`src/rtl/e203_icb_pkg.sv`:
```
// ============================================================================
// e203_icb_pkg : ICB size encodings and response/stage-1 payload types
// Rev 1.0
// ============================================================================
`default_nettype none

package e203_icb_pkg;

    localparam logic [1:0] ICB_SIZE_B = 2'd0;
    localparam logic [1:0] ICB_SIZE_H = 2'd1;
    localparam logic [1:0] ICB_SIZE_W = 2'd2;

    typedef struct packed {
        logic        err;
        logic        excl_ok;
        logic [31:0] rdata;
    } icb_rsp_t;

    typedef struct packed {
        logic vld;
        logic err;
        logic excl_ok;
        logic is_read;
    } icb_s1_t;

endpackage

`default_nettype wire

```
`src/rtl/e203_icb_rsp_fifo.sv`:
```
// ============================================================================
// e203_icb_rsp_fifo : 2-entry in-order fall-through FIFO for ICB responses
// Rev 1.0
// ============================================================================
`default_nettype none

module e203_icb_rsp_fifo
    import e203_icb_pkg::*;
#(
    parameter type T = icb_rsp_t
) (
    input  logic clk,
    input  logic rst_n,
    input  logic i_vld,
    output logic i_rdy,
    input  T     i_dat,
    output logic o_vld,
    input  logic o_rdy,
    output T     o_dat
);

    T           r_mem [0:1];
    logic       r_wptr;
    logic       r_rptr;
    logic [1:0] r_cnt;

    logic w_empty;
    logic w_push;
    logic w_pop;

    assign w_empty = (r_cnt == 2'd0);
    assign i_rdy   = (r_cnt != 2'd2);
    // An input consumed straight through an empty FIFO is never stored.
    assign w_push  = i_vld && i_rdy && !(w_empty && o_rdy);
    assign w_pop   = o_rdy && !w_empty;

    assign o_vld = !w_empty || i_vld;
    assign o_dat = w_empty ? i_dat : r_mem[r_rptr];

    always_ff @(posedge clk) begin
        if (w_push) begin
            r_mem[r_wptr] <= i_dat;
        end
    end

    always_ff @(posedge clk or negedge rst_n) begin
        if (!rst_n) begin
            r_wptr <= 1'b0;
            r_rptr <= 1'b0;
            r_cnt  <= 2'd0;
        end else begin
            if (w_push) begin
                r_wptr <= ~r_wptr;
            end
            if (w_pop) begin
                r_rptr <= ~r_rptr;
            end
            r_cnt <= r_cnt + {1'b0, w_push} - {1'b0, w_pop};
        end
    end

endmodule

`default_nettype wire

```
`src/rtl/e203_icb_sram_rsp.sv`:
```
// ============================================================================
// e203_icb_sram_rsp : ICB responder onto a 1-cycle synchronous SRAM with
//                     bounds/alignment checking and an LR/SC reservation
// Rev 1.0
// ============================================================================
`default_nettype none

module e203_icb_sram_rsp
    import e203_icb_pkg::*;
#(
    parameter int AW = 16
) (
    input  logic          clk,
    input  logic          rst_n,
    input  logic          i_icb_cmd_valid,
    output logic          o_icb_cmd_ready,
    input  logic [31:0]   i_icb_cmd_addr,
    input  logic          i_icb_cmd_read,
    input  logic [31:0]   i_icb_cmd_wdata,
    input  logic [3:0]    i_icb_cmd_wmask,
    input  logic          i_icb_cmd_lock,
    input  logic          i_icb_cmd_excl,
    input  logic [1:0]    i_icb_cmd_size,
    output logic          o_icb_rsp_valid,
    input  logic          i_icb_rsp_ready,
    output logic          o_icb_rsp_err,
    output logic          o_icb_rsp_excl_ok,
    output logic [31:0]   o_icb_rsp_rdata,
    output logic          o_ram_cs,
    output logic          o_ram_we,
    output logic [AW-3:0] o_ram_addr,
    output logic [3:0]    o_ram_wem,
    output logic [31:0]   o_ram_din,
    input  logic [31:0]   i_ram_dout,
    output logic          o_idle
);

    logic [1:0]    r_cnt;
    logic          r_rsv_vld;
    logic [AW-3:0] r_rsv_addr;
    icb_s1_t       r_s1;

    logic          w_cmd_hsk;
    logic          w_rsp_hsk;
    logic          w_err;
    logic [AW-3:0] w_word;
    logic          w_rsv_hit;
    logic          w_sc_fail;
    logic          w_ram_go;
    logic          w_wr_go;
    logic          w_excl_ok;
    icb_rsp_t      w_s1_rsp;
    icb_rsp_t      w_rsp;
    logic          w_fifo_in_rdy;
    logic          w_unused;

    assign w_unused = i_icb_cmd_lock | w_fifo_in_rdy;

    assign o_icb_cmd_ready = (r_cnt < 2'd2);
    assign w_cmd_hsk       = i_icb_cmd_valid && o_icb_cmd_ready;
    assign w_rsp_hsk       = o_icb_rsp_valid && i_icb_rsp_ready;

    assign w_err = ((i_icb_cmd_addr >> AW) != 32'd0)
                || (i_icb_cmd_size == 2'd3)
                || ((i_icb_cmd_size == ICB_SIZE_H) && i_icb_cmd_addr[0])
                || ((i_icb_cmd_size == ICB_SIZE_W) && (i_icb_cmd_addr[1:0] != 2'd0));

    assign w_word    = i_icb_cmd_addr[AW-1:2];
    assign w_rsv_hit = r_rsv_vld && (r_rsv_addr == w_word);
    assign w_sc_fail = !i_icb_cmd_read && i_icb_cmd_excl && !w_rsv_hit;
    assign w_excl_ok = !w_err && i_icb_cmd_excl && (i_icb_cmd_read || w_rsv_hit);

    // rst_n gate keeps the macro quiet while reset holds the counter at zero.
    assign w_ram_go = w_cmd_hsk && !w_err && !w_sc_fail && rst_n;
    assign w_wr_go  = w_ram_go && !i_icb_cmd_read;

    assign o_ram_cs   = w_ram_go;
    assign o_ram_we   = w_wr_go;
    assign o_ram_wem  = w_wr_go ? i_icb_cmd_wmask : 4'b0000;
    assign o_ram_addr = w_word;
    assign o_ram_din  = i_icb_cmd_wdata;

    assign o_idle = (r_cnt == 2'd0);

    always_ff @(posedge clk or negedge rst_n) begin
        if (!rst_n) begin
            r_cnt <= 2'd0;
        end else begin
            r_cnt <= r_cnt + {1'b0, w_cmd_hsk} - {1'b0, w_rsp_hsk};
        end
    end

    always_ff @(posedge clk or negedge rst_n) begin
        if (!rst_n) begin
            r_rsv_vld  <= 1'b0;
            r_rsv_addr <= '0;
        end else if (w_cmd_hsk) begin
            if (i_icb_cmd_read && i_icb_cmd_excl && !w_err) begin
                r_rsv_vld  <= 1'b1;
                r_rsv_addr <= w_word;
            end else if (!i_icb_cmd_read && i_icb_cmd_excl) begin
                r_rsv_vld <= 1'b0;
            end else if (!i_icb_cmd_read && !w_err && (w_word == r_rsv_addr)) begin
                r_rsv_vld <= 1'b0;
            end
        end
    end

    // Stage-1 fields are zeroed when idle so the response bus rests at zero.
    always_ff @(posedge clk or negedge rst_n) begin
        if (!rst_n) begin
            r_s1 <= '0;
        end else if (w_cmd_hsk) begin
            r_s1.vld     <= 1'b1;
            r_s1.err     <= w_err;
            r_s1.excl_ok <= w_excl_ok;
            r_s1.is_read <= i_icb_cmd_read;
        end else begin
            r_s1 <= '0;
        end
    end

    assign w_s1_rsp.err     = r_s1.err;
    assign w_s1_rsp.excl_ok = r_s1.excl_ok;
    assign w_s1_rsp.rdata   = (r_s1.is_read && !r_s1.err) ? i_ram_dout : 32'd0;

    e203_icb_rsp_fifo #(
        .T (icb_rsp_t)
    ) u_rsp_fifo (
        .clk   (clk),
        .rst_n (rst_n),
        .i_vld (r_s1.vld),
        .i_rdy (w_fifo_in_rdy),
        .i_dat (w_s1_rsp),
        .o_vld (o_icb_rsp_valid),
        .o_rdy (i_icb_rsp_ready),
        .o_dat (w_rsp)
    );

    assign o_icb_rsp_err     = w_rsp.err;
    assign o_icb_rsp_excl_ok = w_rsp.excl_ok;
    assign o_icb_rsp_rdata   = w_rsp.rdata;

endmodule

`default_nettype wire

```
`config.mk`:
```
export PLATFORM = sky130hd
export DESIGN_NAME = e203_icb_sram_rsp
export DESIGN_NICKNAME = d
export VERILOG_FILES = /design/src/rtl/e203_icb_pkg.sv /design/src/rtl/e203_icb_rsp_fifo.sv /design/src/rtl/e203_icb_sram_rsp.sv
export SDC_FILE = /design/constraint.sdc
export NUM_CORES = 1
export LEC_CHECK = 0
export ABC_AREA = 1
export CAP_MARGIN = 20
export CORE_ASPECT_RATIO = 0.75
export CORE_MARGIN = 2
export CORE_UTILIZATION = 40
export CTS_CLUSTER_DIAMETER = 30
export DETAILED_ROUTE_END_ITERATION = 10
export GPL_TIMING_DRIVEN = 0
export HOLD_SLACK_MARGIN = 0.1
export PLACE_DENSITY = 0.75
export SLEW_MARGIN = 5
export SYNTH_ARGS = -nofsm -noshare
export SYNTH_HDL_FRONTEND = slang
export SYNTH_SLANG_ARGS = --single-unit
```
`constraint.sdc`:
```
create_clock -name clk -period 3.1 [get_ports clk]
set_input_delay 0.465 -clock clk [delete_from_list [all_inputs] [get_ports clk]]
set_output_delay 0.465 -clock clk [all_outputs]
set_load 0.03 [all_outputs]
```
==> key figures <==
Run status
  – Outcome: complete, no violations

Floorplan
  – I/O Pins: between 150 and 200
  – Die area: 0.01315 mm^2
  – Number of placement rows: 34
  – Vertical die dimension: 99.83 um
  – Core region area: 0.01178 mm^2
  – Initial core utilization: 41.56%
  – Die width: between 100 and 150 um

Global routing
  – Met2 usage in global routing: a little under a third
  – Met1 usage in global routing: 23.07%
  – Vias in the first global route: a little over 4,000
  – Most Used Layer, Global Route: met2
  – Met3 Use GR: between 5 and 6%
  – GRT overflow: 0
  – Largest net degree at the start of global routing: 22
  – Overall global routing resource usage: a little under a fifth
  – First-pass GRT wire length: about 20,000 um
  – Number of antenna violations at the first check in global routing: 0

Worst setup path
  – Master of the slowest instance on the critical path: sky130_fd_sc_hd__clkdlybuf4s50_1
  – Critical path required time: ~2.6 ns
  – Kind of cell adding the most delay to the critical path: buffers and inverters
  – Crit Reg-Reg Endpoint: r_cnt[1]
  – Maximum cell stage delay along the critical path: a little over 0.7 ns
  – Cell breakdown of the critical path: nor2_1 > buf_2 > a21oi_1 > a22oi_1 > clkdlybuf4s50_1
  – Worst setup path class: register to primary output
  – Critical path buffers and inverters: 2
  – Type of element launching the critical path: register
  – Crit. End Element: primary output
  – Arrival time of the worst setup path: between 2 and 2.5 ns
  – Critical R2R Launch: u_rsp_fifo.r_cnt[1]
  – Reg2reg path depth: 8
  – Worst setup slack for register-to-register paths: 0.88 ns
  – Largest driver fanout on the critical path: 10
  – Source of the critical timing path: u_rsp_fifo.r_cnt[1]

Detailed routing
  – Number of detailed-route iterations in the first pass: 5
  – DRC marker count from the first detailed-route iteration: approximately 250
  – Total via count after detailed routing: 4,093
  – Number of nets still failing antenna checks after routing: 0
  – Number of DRC violations after detailed routing: 0
  – Average via count per standard cell: about 4.5
  – Wire length reported by the detailed router: roughly 12,000 um
  – Detail-routed net length per standard cell: between 10 and 15 um

Logic synthesis
  – Area share of the largest cell type after synthesis: about two fifths
  – Most common library cells after synthesis: 129 x sky130_fd_sc_hd__nor2_1, 103 x sky130_fd_sc_hd__nand2_1, 93 x sky130_fd_sc_hd__inv_1, 68 x sky130_fd_sc_hd__edfxtp_1, 46 x sky130_fd_sc_hd__buf_4
  – Synthesized instance count: between 500 and 600
  – Register area share after synthesis: ~54%
  – Number of flops mapped to enable cells by yosys: 68
  – Most frequently used cell type in the post-synthesis netlist: sky130_fd_sc_hd__nor2_1
  – Yosys top cell by area: sky130_fd_sc_hd__edfxtp_1
  – Post-synthesis register bit count: between 90 and 100
  – Number of warning messages in the yosys log: 0
  – Post-synthesis cell type count: 27
  – Top flip-flop cell by instance count after synthesis: sky130_fd_sc_hd__edfxtp_1
  – Synthesized cell area: ~0.0049 mm^2
  – Average footprint of a synthesized cell: between 8 and 9 um^2
  – Leading cell types by total area after synthesis: sky130_fd_sc_hd__edfxtp_1 42%, sky130_fd_sc_hd__dfrtp_1 13%, sky130_fd_sc_hd__nor2_1 9.9%
  – Async set or reset register ratio after synthesis: a little over a quarter
  – Net count after synthesis: a little under 700

Power and ir drop
  – Static Leak: slightly above 0.003 uW
  – Maximum ir drop on the vdd rail: 0.0003656 V
  – PD cells: around 760 mW/mm^2

Timing
  – Post-layout min period: slightly below 3 ns
  – Total Negative Setup Slacks: 0 ns
  – Finish-stage setup viols: 0
  – Final max-slew violation count: 0
  – Worst clock skew: about 0.0062 ns
  – Unrepaired setup endpoints after global routing: no
  – Slew margin rel.: between 60 and 70%
  – Actual slew at the worst max-slew pin: roughly 0.57 ns
  – Share of the clock period used by the worst path after layout: a little over nine tenths
  – Final hold violation count: 0
  – Achievable clock frequency: 341.2 MHz
  – Worst hold margin: between 0.2 and 0.25 ns

Job
  – # Max-Cap Violations: 0

Finish
  – Fraction of final layout cells sized beyond drive strength 1: ~12%
  – Area delta synth->final: 44.76%
  – Filler cells: 1,012
  – Net count reported at finish: ~850
  – N_diodes: 0

Placed design
  – Weighted congestion reported at the end of routability-driven placement: 0.7970
  – Port Buffer Count: around 160
  – Sum of net half-perimeters after detailed placement: a little over 9000 um

Clock network
  – TritonCTS Sinks: slightly above 90
  – Maximum buffer depth of the clock tree: 2
  – Clock transition at the register clock pins on the worst setup and hold paths after CTS: roughly 0.060 ns
  – Worst-skew pair later-pin latency: between 0.3 and 0.4 ns
  – Root buffer selected by CTS: sky130_fd_sc_hd__clkbuf_16
  – CTS tree: yes
  – Number of CTS-inserted buffers: 9
  – Max H-tree Level: 3

Worst hold path
  – Worst min path class: primary input to async pin
[repair_timing]
item / in CTS / in global routing
pin swaps: 0 / 0
hold buffers: 0 / 0
endpoints found under the setup margin: 6 / 33
gates resized for setup: 7 / 23
buffers inserted: 0 / 0
[metal layers]
metal  routed length, um  vias to the layer above
met2                5916                      139
li1                    -                     2070
met5                   0                        -
met1                5086                     1875
met4                  77                        0
met3                 876                        9
[per-stage QoR]
stage	std cells	setup WS [ns]	cell area, um^2	util, %	power [uW]
finish	905	0.1693	7089	60.16	5380
global route	905	0.001258	7089	60.16	5681
CTS	905	0.03625	7082	60.10	5444
detailed placement	890	-0.1760	6827	57.93	4450
global placement	887	-0.7820	6741	57.21	4337
floorplan	561	0.5006	4897	-	3265
[final cells by class]
type                            count  area [um^2]  area share (%)
Inverter                           96        360.3           5.083
Buffer                             66        457.9           6.460
Timing Repair Buffer              167         1700           23.99
Tap cell                          162        202.7           2.859
Clock inverter                      6        38.79          0.5471
Sequential cell                    93         2668           37.63
Multi-Input combinational cell    306         1436           20.26
Clock buffer                        9        225.2           3.177
[layout by cell type (no fill, tap or decap), types with 2 or more instances in the layout]
| master | count |
|---|---|
| sky130_fd_sc_hd__o21ai_1 | 5 |
| sky130_fd_sc_hd__buf_16 | 2 |
| sky130_fd_sc_hd__edfxtp_1 | 68 |
| sky130_fd_sc_hd__nand2_1 | 103 |
| sky130_fd_sc_hd__nor2_1 | 127 |
| sky130_fd_sc_hd__o31ai_1 | 32 |
| sky130_fd_sc_hd__inv_1 | 93 |
| sky130_fd_sc_hd__nor2_2 | 2 |
| sky130_fd_sc_hd__o21ai_0 | 5 |
| sky130_fd_sc_hd__nand3_1 | 4 |
| sky130_fd_sc_hd__clkinv_1 | 2 |
| sky130_fd_sc_hd__clkbuf_2 | 11 |
| sky130_fd_sc_hd__dfrtp_1 | 25 |
| sky130_fd_sc_hd__buf_2 | 2 |
| sky130_fd_sc_hd__a21oi_1 | 5 |
| sky130_fd_sc_hd__clkbuf_16 | 9 |
| sky130_fd_sc_hd__ha_1 | 4 |
| sky130_fd_sc_hd__clkdlybuf4s15_1 | 2 |
| sky130_fd_sc_hd__clkbuf_1 | 3 |
| sky130_fd_sc_hd__buf_4 | 46 |
| sky130_fd_sc_hd__nor2_4 | 2 |
| sky130_fd_sc_hd__clkdlybuf4s50_1 | 156 |
| sky130_fd_sc_hd__buf_1 | 4 |
| sky130_fd_sc_hd__o21ai_2 | 5 |
| sky130_fd_sc_hd__xor2_1 | 3 |
| sky130_fd_sc_hd__xnor2_1 | 5 |
| sky130_fd_sc_hd__dlygate4sd2_1 | 3 |
| sky130_fd_sc_hd__inv_6 | 2 |
| sky130_fd_sc_hd__inv_2 | 2 |
| sky130_fd_sc_hd__clkinv_2 | 2 |
| sky130_fd_sc_hd__nand3_2 | 2 |
[cell families after synthesis]
kind of cell,count (synthesis),share of synthesized area [%]
xor+xnor,8,1.431
fa+ha+maj,4,1.022
compound gates,53,7.486
buf+inv,162,16.50
flops,93,54.47
simple gates,241,19.09
[flip-flops by register name, indices dropped and copies added, names as in the netlist]
register and count:
r_cnt 2, r_rsv_addr 14, u_rsp_fifo.r_cnt 2, r_rsv_vld 1, u_rsp_fifo.r_rptr 1, u_rsp_fifo.r_mem 68
u_rsp_fifo.r_wptr 1, r_s1 4
[worst register-to-register path, cell delays in order, from the launching register on]
cell and delay (ns):
sky130_fd_sc_hd__dfrtp_1 0.41, sky130_fd_sc_hd__nor2_1 0.44, sky130_fd_sc_hd__clkbuf_2 0.34, sky130_fd_sc_hd__a21oi_1 0.12
sky130_fd_sc_hd__ha_1 0.28, sky130_fd_sc_hd__inv_1 0.04, sky130_fd_sc_hd__ha_1 0.18, sky130_fd_sc_hd__xnor2_1 0.18
sky130_fd_sc_hd__xor2_1 0.16
[report_power, final]
group          switching, uW  internal, uW
Sequential              65.3          1570
Combinational           1700          1070
Clock                    437           538
[worst max-delay path by stage]
| stage | slack [ns] | endpoint | depth (start not counted) |
|---|---|---|---|
| floorplan | 0.50 | u_rsp_fifo.r_mem[1][0] | 3 |
| global placement | -0.78 | u_rsp_fifo.r_mem[1][13] | 4 |
| detailed placement | -0.18 | o_ram_wem[2] | 6 |
| CTS | 0.04 | o_icb_rsp_rdata[28] | 5 |
| global route | 0.001 | o_ram_wem[3] | 12 |
| finish | 0.17 | o_icb_rsp_err | 5 |
(Power assumes the default switching activity.)
